**config.mk**
```make
export PLATFORM = sky130hd
export DESIGN_NAME = lc3b_ir_queue
export DESIGN_NICKNAME = d
export VERILOG_FILES = /design/src/rtl/lc3b_types.sv /design/src/rtl/ir_decode.sv /design/src/rtl/lc3b_ir_queue.sv
export SDC_FILE = /design/constraint.sdc
export NUM_CORES = 1
export LEC_CHECK = 0
export ABC_CLOCK_PERIOD_IN_PS = 2000
export CAP_MARGIN = 30
export CORE_UTILIZATION = 41
export CTS_BUF_LIST = sky130_fd_sc_hd__clkbuf_16
export DETAILED_ROUTE_END_ITERATION = 6
export PLACE_DENSITY = 0.85
export SLEW_MARGIN = 20
export SYNTH_ARGS = -nofsm -noshare
export SYNTH_HDL_FRONTEND = slang
export SYNTH_HIERARCHICAL = 1
export SYNTH_SLANG_ARGS = --single-unit
export TNS_END_PERCENT = 100
```
**constraint.sdc**
```tcl
create_clock -name clk -period 2 [get_ports clk]
set_input_delay 0.3 -clock clk [delete_from_list [all_inputs] [get_ports clk]]
set_output_delay 0.3 -clock clk [all_outputs]
set_load 0.05 [all_outputs]
```
**src/rtl/lc3b_types.sv**
```systemverilog
// Shared LC-3b datapath types and constants used by the instruction-register
// queue and its field decoder.
package lc3b_types;

   typedef logic [15:0] lc3b_word;
   typedef logic [3:0]  lc3b_opcode;
   typedef logic [2:0]  lc3b_reg;
   typedef logic [4:0]  lc3b_imm5;
   typedef logic [5:0]  lc3b_offset6;
   typedef logic [8:0]  lc3b_offset9;
   typedef logic [10:0] lc3b_offset11;

   localparam lc3b_opcode op_br   = 4'h0;
   localparam lc3b_opcode op_add  = 4'h1;
   localparam lc3b_opcode op_jsr  = 4'h4;
   localparam lc3b_opcode op_and  = 4'h5;
   localparam lc3b_opcode op_jmp  = 4'hC;
   localparam lc3b_opcode op_trap = 4'hF;

   localparam lc3b_reg R7 = 3'b111;

endpackage

```
**src/rtl/ir_decode.sv**
```systemverilog
// Splits the head instruction word into its LC-3b fields and produces the
// pre-sign-extended offsets consumed by the datapath.
module ir_decode
   import lc3b_types::*;
(
   input  lc3b_word     word_i,
   output lc3b_opcode   opcode_o,
   output lc3b_reg      dest_o,
   output lc3b_reg      src1_o,
   output lc3b_reg      src2_o,
   output logic         imm_o,
   output lc3b_imm5     imm5_o,
   output lc3b_offset6  offset6_o,
   output lc3b_offset9  offset9_o,
   output lc3b_offset11 offset11_o,
   output logic         jsrMode_o,
   output lc3b_word     sextImm5_o,
   output lc3b_word     sextOff6_o,
   output lc3b_word     sextOff9_o,
   output lc3b_word     sextOff11_o
);

   assign opcode_o   = word_i[15:12];
   assign src1_o     = word_i[8:6];
   assign src2_o     = word_i[2:0];
   assign imm_o      = word_i[5];
   assign imm5_o     = word_i[4:0];
   assign offset6_o  = word_i[5:0];
   assign offset9_o  = word_i[8:0];
   assign offset11_o = word_i[10:0];
   assign jsrMode_o  = word_i[11];

   // JSR/JSRR always link through R7, whatever bits 11:9 happen to hold.
   assign dest_o = (word_i[15:12] == op_jsr) ? R7 : word_i[11:9];

   assign sextImm5_o  = {{11{word_i[4]}},  word_i[4:0]};
   assign sextOff6_o  = {{10{word_i[5]}},  word_i[5:0]};
   assign sextOff9_o  = {{7{word_i[8]}},   word_i[8:0]};
   assign sextOff11_o = {{5{word_i[10]}},  word_i[10:0]};

endmodule

```
**src/rtl/lc3b_ir_queue.sv**
```systemverilog
// Instruction-register FIFO: lets fetch run ahead of execute, exposes the
// decoded head entry, and discards everything on a flush.
module lc3b_ir_queue
   import lc3b_types::*;
#(
   parameter int DEPTH = 4,
   parameter int CNT_W = $clog2(DEPTH + 1)
)(
   input  logic             clk,
   input  logic             reset,
   input  logic             flush,
   input  logic             in_valid,
   output logic             in_ready,
   input  lc3b_word         in_word,
   output logic             out_valid,
   input  logic             out_ready,
   output logic [CNT_W-1:0] count,
   output lc3b_opcode       opcode,
   output lc3b_reg          dest,
   output lc3b_reg          src1,
   output lc3b_reg          src2,
   output logic             imm,
   output lc3b_imm5         imm5,
   output lc3b_offset6      offset6,
   output lc3b_offset9      offset9,
   output lc3b_offset11     offset11,
   output logic             jsr_mode,
   output lc3b_word         sext_imm5,
   output lc3b_word         sext_off6,
   output lc3b_word         sext_off9,
   output lc3b_word         sext_off11
);

   localparam int PTR_W = $clog2(DEPTH);

   lc3b_word         mem_q [DEPTH];
   logic [PTR_W-1:0] wrPtr_q, wrPtr_d;
   logic [PTR_W-1:0] rdPtr_q, rdPtr_d;
   logic [CNT_W-1:0] count_q, count_d;
   logic             doEnq, doDeq;
   lc3b_word         headWord;

   // Handshakes come from the registered count only, never from the peer's inputs.
   assign in_ready  = (count_q < CNT_W'(DEPTH));
   assign out_valid = (count_q != '0);
   assign count     = count_q;
   assign doEnq     = in_valid && in_ready;
   assign doDeq     = out_valid && out_ready;

   always_comb begin
      wrPtr_d = wrPtr_q;
      rdPtr_d = rdPtr_q;
      count_d = count_q;
      if (flush) begin
         wrPtr_d = '0;
         rdPtr_d = '0;
         count_d = '0;
      end else begin
         if (doEnq) wrPtr_d = wrPtr_q + PTR_W'(1);
         if (doDeq) rdPtr_d = rdPtr_q + PTR_W'(1);
         if (doEnq && !doDeq)      count_d = count_q + CNT_W'(1);
         else if (!doEnq && doDeq) count_d = count_q - CNT_W'(1);
      end
   end

   always_ff @(posedge clk) begin
      if (reset) begin
         wrPtr_q <= '0;
         rdPtr_q <= '0;
         count_q <= '0;
      end else begin
         wrPtr_q <= wrPtr_d;
         rdPtr_q <= rdPtr_d;
         count_q <= count_d;
      end
   end

   // Storage is never cleared; an empty queue masks the head to zero instead.
   always_ff @(posedge clk) begin
      if (doEnq && !flush && !reset) mem_q[wrPtr_q] <= in_word;
   end

   assign headWord = out_valid ? mem_q[rdPtr_q] : '0;

   ir_decode u_decode (
      .word_i      (headWord),
      .opcode_o    (opcode),
      .dest_o      (dest),
      .src1_o      (src1),
      .src2_o      (src2),
      .imm_o       (imm),
      .imm5_o      (imm5),
      .offset6_o   (offset6),
      .offset9_o   (offset9),
      .offset11_o  (offset11),
      .jsrMode_o   (jsr_mode),
      .sextImm5_o  (sext_imm5),
      .sextOff6_o  (sext_off6),
      .sextOff9_o  (sext_off9),
      .sextOff11_o (sext_off11)
   );

endmodule

```
==> summary.md, run 1 <==
## Clock network
* 0.34 ns — clock latency on the worst-skew pair
* 3 — deepest level of the CTS H-tree
* done — TritonCTS clock tree
* 0.05 ns — clock-pin transition on the worst setup and hold timing paths
* 73 — clock tree sinks
* 9 — number of buffers created by CTS
* clkbuf_16 — CTS root buffer
* 0 — hold_buf cts
* 2 — maximum root-to-sink buffer count

## Die
* 34 — number of rows in the core area
* 43.0% — Initial Utilization
* 8890 um^2 — area inside the core boundary
* 98.5 um — die width
* 136 — boundary pin count
* 9710 um^2 — total die area
* 98.5 um — die boundary height

## STA
* 0.420 GHz — maximum clock frequency
* yes — setup repair after global routing missed its margin
* 119% — period utilisation layout
* 0 — Hold Vio Cnt, Final
* 0.00623 ns — clk_skew
* 66.0% — max_slew headroom
* 2.38 ns — final critical path time including I/O delays and setup
* -21.58 ns — post-route setup TNS
* 0.510 ns — transition at the pin with the smallest max-transition slack
* 109 — number of endpoints failing setup at the final stage
* -0.380 ns — worst setup slack after layout
* 0 — number of slew-limit violations in the final report

## Final layout
* buf_12, edfxtp_1, clkdlybuf4s50_1, buf_4, mux4_2 — most frequent cells in the layout
* 6480 um^2 — final cell area excluding filler cells
* 365 — number of nets in the layout
* 69.6% — area added between synthesis and finish
* 497 — Layout fillers
* buf_12 — most frequent standard cell in the layout excluding fill and tap cells
* 72.9% — final core occ
* 0 — n_diodes
* 60.9% — layout cells sized above 1

## Synthesis
* 289 — nets in the synthesized netlist
* 3820 um^2 — total standard cell area after synthesis
* edfxtp_1 — top flip-flop cell by instance count after synthesis
* 0.917% — area share of xor/xnor cells in the synthesized design
* 55.0% — portion of the post-synthesis area used by sequential elements
* 0.721% — Compound-Gate Fraction of Synth Area
* buffers and inverters — main combinational cell family by area after synthesis
* 8.22% — share of synthesized cell area in and, or, nand and nor gates
* 6 — Yosys warning count
* 262 — count of mapped cells out of synthesis
* 14.6 um^2 — Avg Synthesized Cell Area
* 73 — Synth Register Bits
* 2.16% — Post-Synth Adder-Cell Area
* 27 — number of library cell types mapped by synthesis
* 9.96% — multiplexer share of the synthesized area
* 0% — FFs w/ async S/R, synth
* 64 — number of flops mapped to enable cells by yosys

## GRT
* 0 — Congestion Overflow GR
* 2149 — vias in the first global route
* 16.9% — All-Layer GR Usage
* 0 — number of antenna violations at the first check in global routing
* 20 — pin count of the biggest net entering global routing
* 12.1 mm — first-pass GRT wire length

## Route
* 0 — antenna viol nets, final
* 4.69 — via-per-instance ratio
* 2116 — vias post-DR
* 6 — DR pass1 iterations
* 16 — DRC viols
* 104 — Detailed Route Iter0 Violations
* 7.71 mm — Post-Route WL
* 17.1 um — detail-routed net length per standard cell

## Worst setup path
* buf_6 -> mux4_2 -> nor2b_4 -> nor4b_4 -> or2_4 -> buf_12 — critical path cell sequence
* 2.08 ns — arrival time worst endpoint
* reg -> out — critical path class
* 0.51 ns — stage delay of the slowest cell on the critical path
* 2 — WP buf/inv
* simple AND/OR/NAND/NOR gates — cell class contributing the biggest share of worst-path delay
* 6 — worst-path fanout max
* 1.70 ns — required time of the critical path
* flop — Critical Path Start Type
* output pin — element type at the critical path end
* mux4_2 — cell at the slowest stage of the critical path

## Pwr
* 0.00247 uW — total leakage power
* 1070 nW/um^2 — total power density per cell area
* 6940 uW — total chip power
* 747 uV — worst ir drop on vdd

## Placement
* 0.750 — global placement routability congestion
* 5.57 mm — estimated wirelength of the detail-placed design
* 5980 um^2 — placed instance area
* 135 — I/O Buffers

## Min path
* reg -> reg — type of the worst min-delay path

## Status
* finished, violations left — status
* DRC, setup timing — violated checks

## Flow run
* 0 — # Max-Cap Violations

## through the flow
stage | hold slack (ns) | setup WS, ns | instances
finish | 0.504 | -0.380 | 451
global route | 0.550 | -0.448 | 451
CTS | 0.506 | -0.390 | 449
detailed placement | 0.498 | -0.245 | 427
global placement | 0.479 | -0.168 | 427
floorplan | 0.399 | -0.0665 | 262
## worst reg2reg max path, stage by stage (launching register included)
cell and delay [ns]:
dfxtp_2 0.33, buf_4 0.16, o31ai_4 0.20, ha_1 0.22
inv_1 0.06, fa_1 0.37, xor2_1 0.16, or3_1 0.31
a21oi_1 0.15
## where the power goes
group / switching [uW] / total (uW) / internal, uW / leakage (uW)
registers: 22.0 / 1710 / 1690 / 0.000653
clock network: 612 / 1700 / 1090 / 0.000153
logic: 1880 / 3530 / 1650 / 0.00167
## repair_timing
action	CTS	global route
setup buffers	4	2
pin swaps	2	3
setup endpoints to repair	110	112
gates resized for setup	12	5
cloned	2	0
## cells in the mapped netlist (2+ instances only)
master | number | area (um^2)
o21ai_0 | 2 | 10.0
mux2i_1 | 2 | 20.0
buf_2 | 2 | 10.0
buf_4 | 108 | 811
or2_1 | 4 | 25.0
dfxtp_1 | 9 | 180
nor2b_1 | 7 | 43.8
nor2b_4 | 10 | 138
or3_1 | 2 | 12.5
ha_1 | 5 | 62.6
edfxtp_1 | 64 | 1920
a21oi_1 | 2 | 10.0
inv_1 | 4 | 15.0
xor2_1 | 3 | 26.3
clkbuf_1 | 2 | 7.51
nor2_1 | 7 | 26.3
mux4_2 | 16 | 360
and3_1 | 4 | 25.0
## flip-flops by register name, summed over array words and instances (netlist names), named ones only
| register | cells |
|---|---|
| rdPtr_q | 2 |
| mem_q | 64 |
| count | 3 |
| wrPtr_q | 2 |
## per-layer routing
layer	track usage, %	vias up	routed length (um)
li1	-	963	-
met1	19.5	1044	2940
met2	29.0	99	4020
met3	5.96	10	635
met4	6.20	0	116
met5	0	-	0
## final timing paths
kind	slack, ns	to	cells past startpoint	start
worst min register to register	0.50	flop	2	rdPtr_q[1]
worst max-delay path	-0.38	dest[1]	6	flop
worst max register to register	-0.01	count[2]	8	count[2]
worst min-delay path	0.50	flop	2	rdPtr_q[1]
## cell families (layout without fill, tap and decap cells)
logic type | count (synthesis) | in the layout
buffers and inverters | 119 | 200
DFF | 73 | 73
and+or+nand+nor | 37 | 37
muxes | 18 | 18
adders and majority gates | 6 | 6
AOI/OAI and AO/OA | 5 | 5
xor gates and xnor gates | 4 | 4
## layout make-up
class	count	area, um^2	area share, %
repair buffers	179	3030	46.7
flip-flops and latches	73	2110	32.6
multi-input cells	70	871	13.4
clock buffers	9	225	3.48
well taps	108	135	2.09
clock inverters	7	93.8	1.45
inverters	5	18.8	0.290
(Power assumes the default switching activity.)
==> inputs of run 2 (changes only) <==
CORE_UTILIZATION = 42   (was 41)
CTS_BUF_LIST = sky130_fd_sc_hd__clkbuf_8   (was sky130_fd_sc_hd__clkbuf_16)
CTS_CLUSTER_DIAMETER = 50   (was default)
PLACE_DENSITY = 0.87   (was 0.85)
==> run 2 against run 1 <==
The run ends with setup timing left. Die area is 2.3% lower. Sequential share of layout area is 0.58 points higher. Sequential power hardly changed. Final cell count is 0.44% lower. Utilization is 0.24 points lower. First-iteration DRC count is 15% lower. Non-clock buffer count is 2 lower. Via count is 0.24% higher. Count of clock-buffer cells in the layout is 1 higher. Register-to-register slack worse by 0.08 ns. Critical endpoint is now dest[0].
==> summary.md, run 2 (synthesized netlist as in run 1, its figures left out) <==
## Route
* 4 — DR pass1 iterations, -2
* 88 — Detailed Route Iter0 Violations, -15%
* 0 — DRC viols, -16
* 0 — antenna viol nets, final, unchanged
* 17.7 um — detail-routed net length per standard cell, +3.4%
* 4.72 — via-per-instance ratio, +0.68%
* 7.94 mm — Post-Route WL, +2.9%
* 2121 — vias post-DR, +0.24%

## Flow run
* 0 — # Max-Cap Violations, unchanged

## Worst setup path
* 5 — worst-path fanout max, -1
* mux4_2 — cell at the slowest stage of the critical path
* reg -> out — critical path class
* mux4_2 -> nor2b_4 -> nor4b_4 -> or2_4 -> buf_12 — critical path cell sequence
* flop — Critical Path Start Type
* output pin — element type at the critical path end
* 0.51 ns — stage delay of the slowest cell on the critical path, about the same
* 1.70 ns — required time of the critical path, about the same
* 2.11 ns — arrival time worst endpoint, +0.03 ns

## STA
* 109 — number of endpoints failing setup at the final stage, unchanged
* 0.0108 ns — clk_skew, +0.00459 ns
* 0 — number of slew-limit violations in the final report, unchanged
* yes — setup repair after global routing missed its margin
* 0.527 ns — Fin Hold WS, +0.0231 ns
* 0 — Hold Vio Cnt, Final, unchanged
* -0.414 ns — worst setup slack after layout, -0.0345 ns
* 0.414 GHz — maximum clock frequency, -1.4%
* 0.501 ns — transition at the pin with the smallest max-transition slack, -0.00854 ns
* -31.06 ns — post-route setup TNS, -9.48 ns
* 121% — period utilisation layout, +1.7 points
* 2.41 ns — final critical path time including I/O delays and setup, +0.0345 ns
* 66.5% — max_slew headroom, +0.57 points

## Placement
* 0.713 — global placement routability congestion, -4.9%
* 5840 um^2 — placed instance area, -2.3%
* 5.50 mm — estimated wirelength of the detail-placed design, -1.3%
* 422 — Inst Count DP, -1.2%
* 135 — I/O Buffers, unchanged

## Final layout
* 6370 um^2 — final cell area excluding filler cells, -1.8%
* 363 — number of nets in the layout, -0.55%
* 449 — final cell count without fillers, -0.44%
* 64 — flip-flop count of the largest register after layout, unchanged
* 66.7% — area added between synthesis and finish
* buf_12, edfxtp_1, buf_4, clkdlybuf4s50_1, mux4_2 — most frequent cells in the layout
* 62.2% — layout cells sized above 1, +1.2 points
* 72.6% — final core occ, -0.24 points
* mem_q — register name with the most flops
* 0 — n_diodes, unchanged
* buf_12 — most frequent standard cell in the layout excluding fill and tap cells

## GRT
* 2267 — vias in the first global route, +5.5%
* 0 — number of antenna violations at the first check in global routing, unchanged
* 17 — pin count of the biggest net entering global routing, -15%
* 17.1% — All-Layer GR Usage, +0.26 points
* 12.2 mm — first-pass GRT wire length, +0.91%
* 0 — Congestion Overflow GR, unchanged

## Pwr
* 2460 uW — net switching power figure, -1.9%
* 37.0% — switching portion of total power, +0.79 points
* 25.6% — share of total power in sequential cells, +1.0 points
* 4200 uW — Internal Pwr Total, -5.2%
* 497 uV — worst ir drop on vdd, -33%
* 1050 nW/um^2 — total power density per cell area, -2.3%
* 53.1% — Gate power share, +2.3 points
* 21.4% — power share of the clock group, -3.1 points
* 0.00243 uW — total leakage power, -1.5%

## Die
* 97.4 um — die width, -1.2%
* 9480 um^2 — total die area, -2.3%
* 97.4 um — die boundary height, -1.2%
* 8760 um^2 — area inside the core boundary, -1.4%
* 34 — number of rows in the core area, unchanged
* 43.6% — Initial Utilization, +0.63 points
* 136 — boundary pin count, unchanged

## Clock network
* 73 — clock tree sinks, unchanged
* 9 — number of buffers created by CTS, unchanged
* 0.08 ns — clock-pin transition on the worst setup and hold timing paths, +0.03 ns
* clkbuf_8 — CTS root buffer
* 0.36 ns — clock latency on the worst-skew pair, +0.02 ns
* 3 — deepest level of the CTS H-tree, unchanged
* 0 — hold_buf cts, unchanged
* done — TritonCTS clock tree
* 2 — maximum root-to-sink buffer count, unchanged

## Status
* setup timing — violated checks
* finished, violations left — status

## Min path
* reg -> reg — type of the worst min-delay path

## run 2: critical path: cells and delay by family (launching register included)
family / cells / cell delay [ns]
flops: 1 / 0.40
mux: 1 / 0.51
buf+inv: 1 / 0.13
simple gates: 3 / 0.73
## run 2: area by class of cell
cell class / instances / area, um^2
Clock buffer: 10 / 138
Clock inverter: 6 / 115
Fill cell: 490 / 2400
Inverter: 5 / 18.8
Multi-Input combinational cell: 70 / 887
Sequential cell: 73 / 2110
Tap cell: 108 / 135
Timing Repair Buffer: 177 / 2960
## run 2: power groups by stage
stage	clock, uW	sequential, uW	combinational, uW
floorplan	0	1760	2030
global placement	0	1730	3330
detailed placement	0	1740	3380
CTS	1430	1700	3550
global route	1490	1710	3620
finish	1420	1700	3530
## run 2: metrics by stage
step / total power (uW) / setup WS (ns)
final: 6660 / -0.414
after CTS: 6690 / -0.421
after global placement: 5070 / -0.160
after floorplan: 3790 / -0.0665
after global routing: 6820 / -0.496
after detailed placement: 5120 / -0.285
## run 2: repair_timing
item | CTS | global route
pin swaps | 3 | 1
resized for setup | 23 | 3
setup endpoints to repair | 113 | 112
cloned | 3 | 0
setup buffers | 8 | 0
## run 2: path summary, 6_finish.rpt
path | depth (start not counted) | slack, ns | endpoint | from
min | 2 | 0.53 | flop | rdPtr_q[1]
min reg2reg | 2 | 0.53 | flop | rdPtr_q[1]
max reg2reg | 8 | -0.09 | count[2] | count[1]
max | 5 | -0.41 | dest[0] | flop
## run 2: per-layer routing
layer  wire, um  vias to the layer above  GRT usage [%]
li1           -                      961              -
met5          0                        -              0
met3        517                       16           4.68
met1       2840                     1040           17.7
met4        168                        0           8.37
met2       4420                      104           31.6
==> inputs of run 3 (changes only) <==
CELL_PAD_IN_SITES_DETAIL_PLACEMENT = 1   (was default)
CELL_PAD_IN_SITES_GLOBAL_PLACEMENT = 2   (was default)
CORE_UTILIZATION = 39   (was 42)
DONT_BUFFER_PORTS = 1   (was default)
PLACE_DENSITY = 0.86   (was 0.87)
SLEW_MARGIN = 10   (was 20)
==> run 3 against run 2 <==
The run still ends with setup timing left. Utilization is 27 points lower. Critical path type unchanged. Register-to-register slack gained 0.12 ns. First-iteration DRC count is 24% lower. Sequential share of layout area up 16 points. Via count shrank 23%. Largest power group unchanged. Design area shrank 33%. Fmax rose by 2.5%. Global-route usage shrank 3.6 points. Final cell count is 23% lower. Clock power down 4%.
==> summary.md, run 3 (synthesized netlist as in run 1, its figures left out) <==
## STA
* 0.414 ns — transition at the pin with the smallest max-transition slack, -0.0868 ns
* 0.00958 ns — clk_skew, -0.00124 ns
* -0.355 ns — worst setup slack after layout, +0.0592 ns
* 118% — period utilisation layout, -3.0 points
* 72.3% — max_slew headroom, +5.8 points
* 107 — number of endpoints failing setup at the final stage, -1.8%
* 2.36 ns — final critical path time including I/O delays and setup, -0.0592 ns
* 0 — number of slew-limit violations in the final report, unchanged
* 0.0348 ns — Fin Hold WS, -0.493 ns
* 0 — Hold Vio Cnt, Final, unchanged
* yes — setup repair after global routing missed its margin
* 0.425 GHz — maximum clock frequency, +2.5%

## Final layout
* 64 — flip-flop count of the largest register after layout, unchanged
* 240 — number of nets in the layout, -34%
* 51.8% — layout cells sized above 1, -10 points
* edfxtp_1 — most frequent standard cell in the layout excluding fill and tap cells
* 0 — n_diodes, unchanged
* 347 — final cell count without fillers, -23%
* 12.3% — area added between synthesis and finish
* edfxtp_1, buf_4, buf_12, mux4_2, nor2b_4 — most frequent cells in the layout
* 906 — Layout fillers, +85%
* mem_q — register name with the most flops

## Worst setup path
* output pin — element type at the critical path end
* 6 — worst-path fanout max, +1
* 2.06 ns — arrival time worst endpoint, -0.05 ns
* 1.70 ns — required time of the critical path, about the same
* mux4_2 — cell at the slowest stage of the critical path
* mux4_2 -> nor2b_4 -> nor4b_4 -> or2_4 — critical path cell sequence
* reg -> out — critical path class
* flop — Critical Path Start Type
* 0.51 ns — stage delay of the slowest cell on the critical path, about the same

## Route
* 4 — DR pass1 iterations, unchanged
* 67 — Detailed Route Iter0 Violations, -24%
* 0 — DRC viols, unchanged
* 6.18 mm — Post-Route WL, -22%
* 4.68 — via-per-instance ratio, -0.93%
* 17.8 um — detail-routed net length per standard cell, +0.71%
* 0 — antenna viol nets, final, unchanged
* 1624 — vias post-DR, -23%

## Clock network
* done — TritonCTS clock tree
* 3 — deepest level of the CTS H-tree, unchanged
* 0 — hold_buf cts, unchanged
* 0.35 ns — clock latency on the worst-skew pair, about the same
* 2 — maximum root-to-sink buffer count, unchanged
* 73 — clock tree sinks, unchanged
* clkbuf_8 — CTS root buffer
* 0.08 ns — clock-pin transition on the worst setup and hold timing paths, about the same
* 9 — number of buffers created by CTS, unchanged

## Status
* finished, violations left — status
* setup timing — violated checks

## Die
* 136 — boundary pin count, unchanged
* 10200 um^2 — total die area, +7.5%
* 101 um — die width, +3.7%
* 9370 um^2 — area inside the core boundary, +6.9%
* 35 — number of rows in the core area, +2.9%
* 40.8% — Initial Utilization, -2.8 points
* 101 um — die boundary height, +3.7%

## Pwr
* 41.6% — Gate power share, -12 points
* 26.0% — power share of the clock group, +4.6 points
* 32.3% — share of total power in sequential cells, +6.7 points
* 41.3% — switching portion of total power, +4.4 points
* 3100 uW — Internal Pwr Total, -26%
* 1230 nW/um^2 — total power density per cell area, +18%
* 0.00153 uW — total leakage power, -37%
* 795 uV — worst ir drop on vdd, +60%
* 2180 uW — net switching power figure, -11%

## GRT
* 1820 — vias in the first global route, -20%
* 0 — number of antenna violations at the first check in global routing, unchanged
* 13.5% — All-Layer GR Usage, -3.6 points
* 0 — Congestion Overflow GR, unchanged
* 17 — pin count of the biggest net entering global routing, unchanged
* 9.76 mm — first-pass GRT wire length, -20%

## Placement
* -0.0482 ns — Worst Setup Slack post-DPL, +0.236 ns
* 4.33 mm — estimated wirelength of the detail-placed design, -21%
* 0.750 — global placement routability congestion, +5.2%
* 0 — I/O Buffers, -100%
* 324 — Inst Count DP, -23%

## Flow run
* 0 — # Max-Cap Violations, unchanged

## Min path
* in -> reg — type of the worst min-delay path

-- run 3: cell types whose count changed in the layout (fill, tap and decap cells not counted), moves of 4 or more --
cell | previous run | this run
buf_12 | 118 | 17
buf_6 | 7 | 3
clkdlybuf4s50_1 | 20 | 0
buf_16 | 2 | 8
-- run 3: power groups by stage --
| stage | clock (uW) | sequential, uW | combinational (uW) |
|---|---|---|---|
| after floorplan | 0 | 1760 | 2030 |
| after global placement | 0 | 1740 | 2100 |
| after detailed placement | 0 | 1740 | 2120 |
| after CTS | 1410 | 1710 | 2220 |
| after global routing | 1460 | 1710 | 2280 |
| final | 1370 | 1710 | 2200 |
-- run 3: cell type report --
type	count	area, um^2	share of cell area (%)
Multi-Input combinational cell	70	898	20.9
Clock buffer	9	124	2.89
Clock inverter	7	119	2.77
Inverter	5	18.8	0.438
Tap cell	129	161	3.76
Timing Repair Buffer	54	857	20.0
Sequential cell	73	2110	49.2
-- run 3: final timing paths --
check,endpoint,slack (ns),depth (start not counted),from
worst max-delay path,dest[0],-0.36,4,flop
worst min-delay path,mem_q[3][6],0.03,0,in_word[6]
worst max register to register,count[2],0.03,7,count[0]
worst min register to register,flop,0.52,2,rdPtr_q[1]
-- run 3: worst max-delay path: cells and delay by family, from the launching register on --
family | cells | cell delay [ns]
simple gates | 3 | 0.80
mux | 1 | 0.51
flops | 1 | 0.39
-- run 3: stage by stage --
step	TNS, ns	total power (uW)	utilization [%]	cell area [um^2]
after floorplan	-0.192	3790	-	3850
after CTS	-26.36	5330	45.7	4290
after global routing	-31.91	5450	45.8	4290
final	-23.32	5280	45.8	4290
after detailed placement	-0.137	3860	41.4	3880
after global placement	0	3840	41.4	3880
-- run 3: repair_timing --
action                                  in CTS  in global routing
cloned                                       0                  0
endpoints found under the setup margin     108                108
pin swaps                                    4                  3
setup buffers                                6                  2
endpoints found under the hold margin        0                  0
resized for setup                           16                  5
-- run 3: per-layer routing --
metal	global-route usage, %	share of wire [%]
met5	0	0
met3	4.16	7.7
met2	23.5	52
met1	14.5	38
met4	7.92	2.4
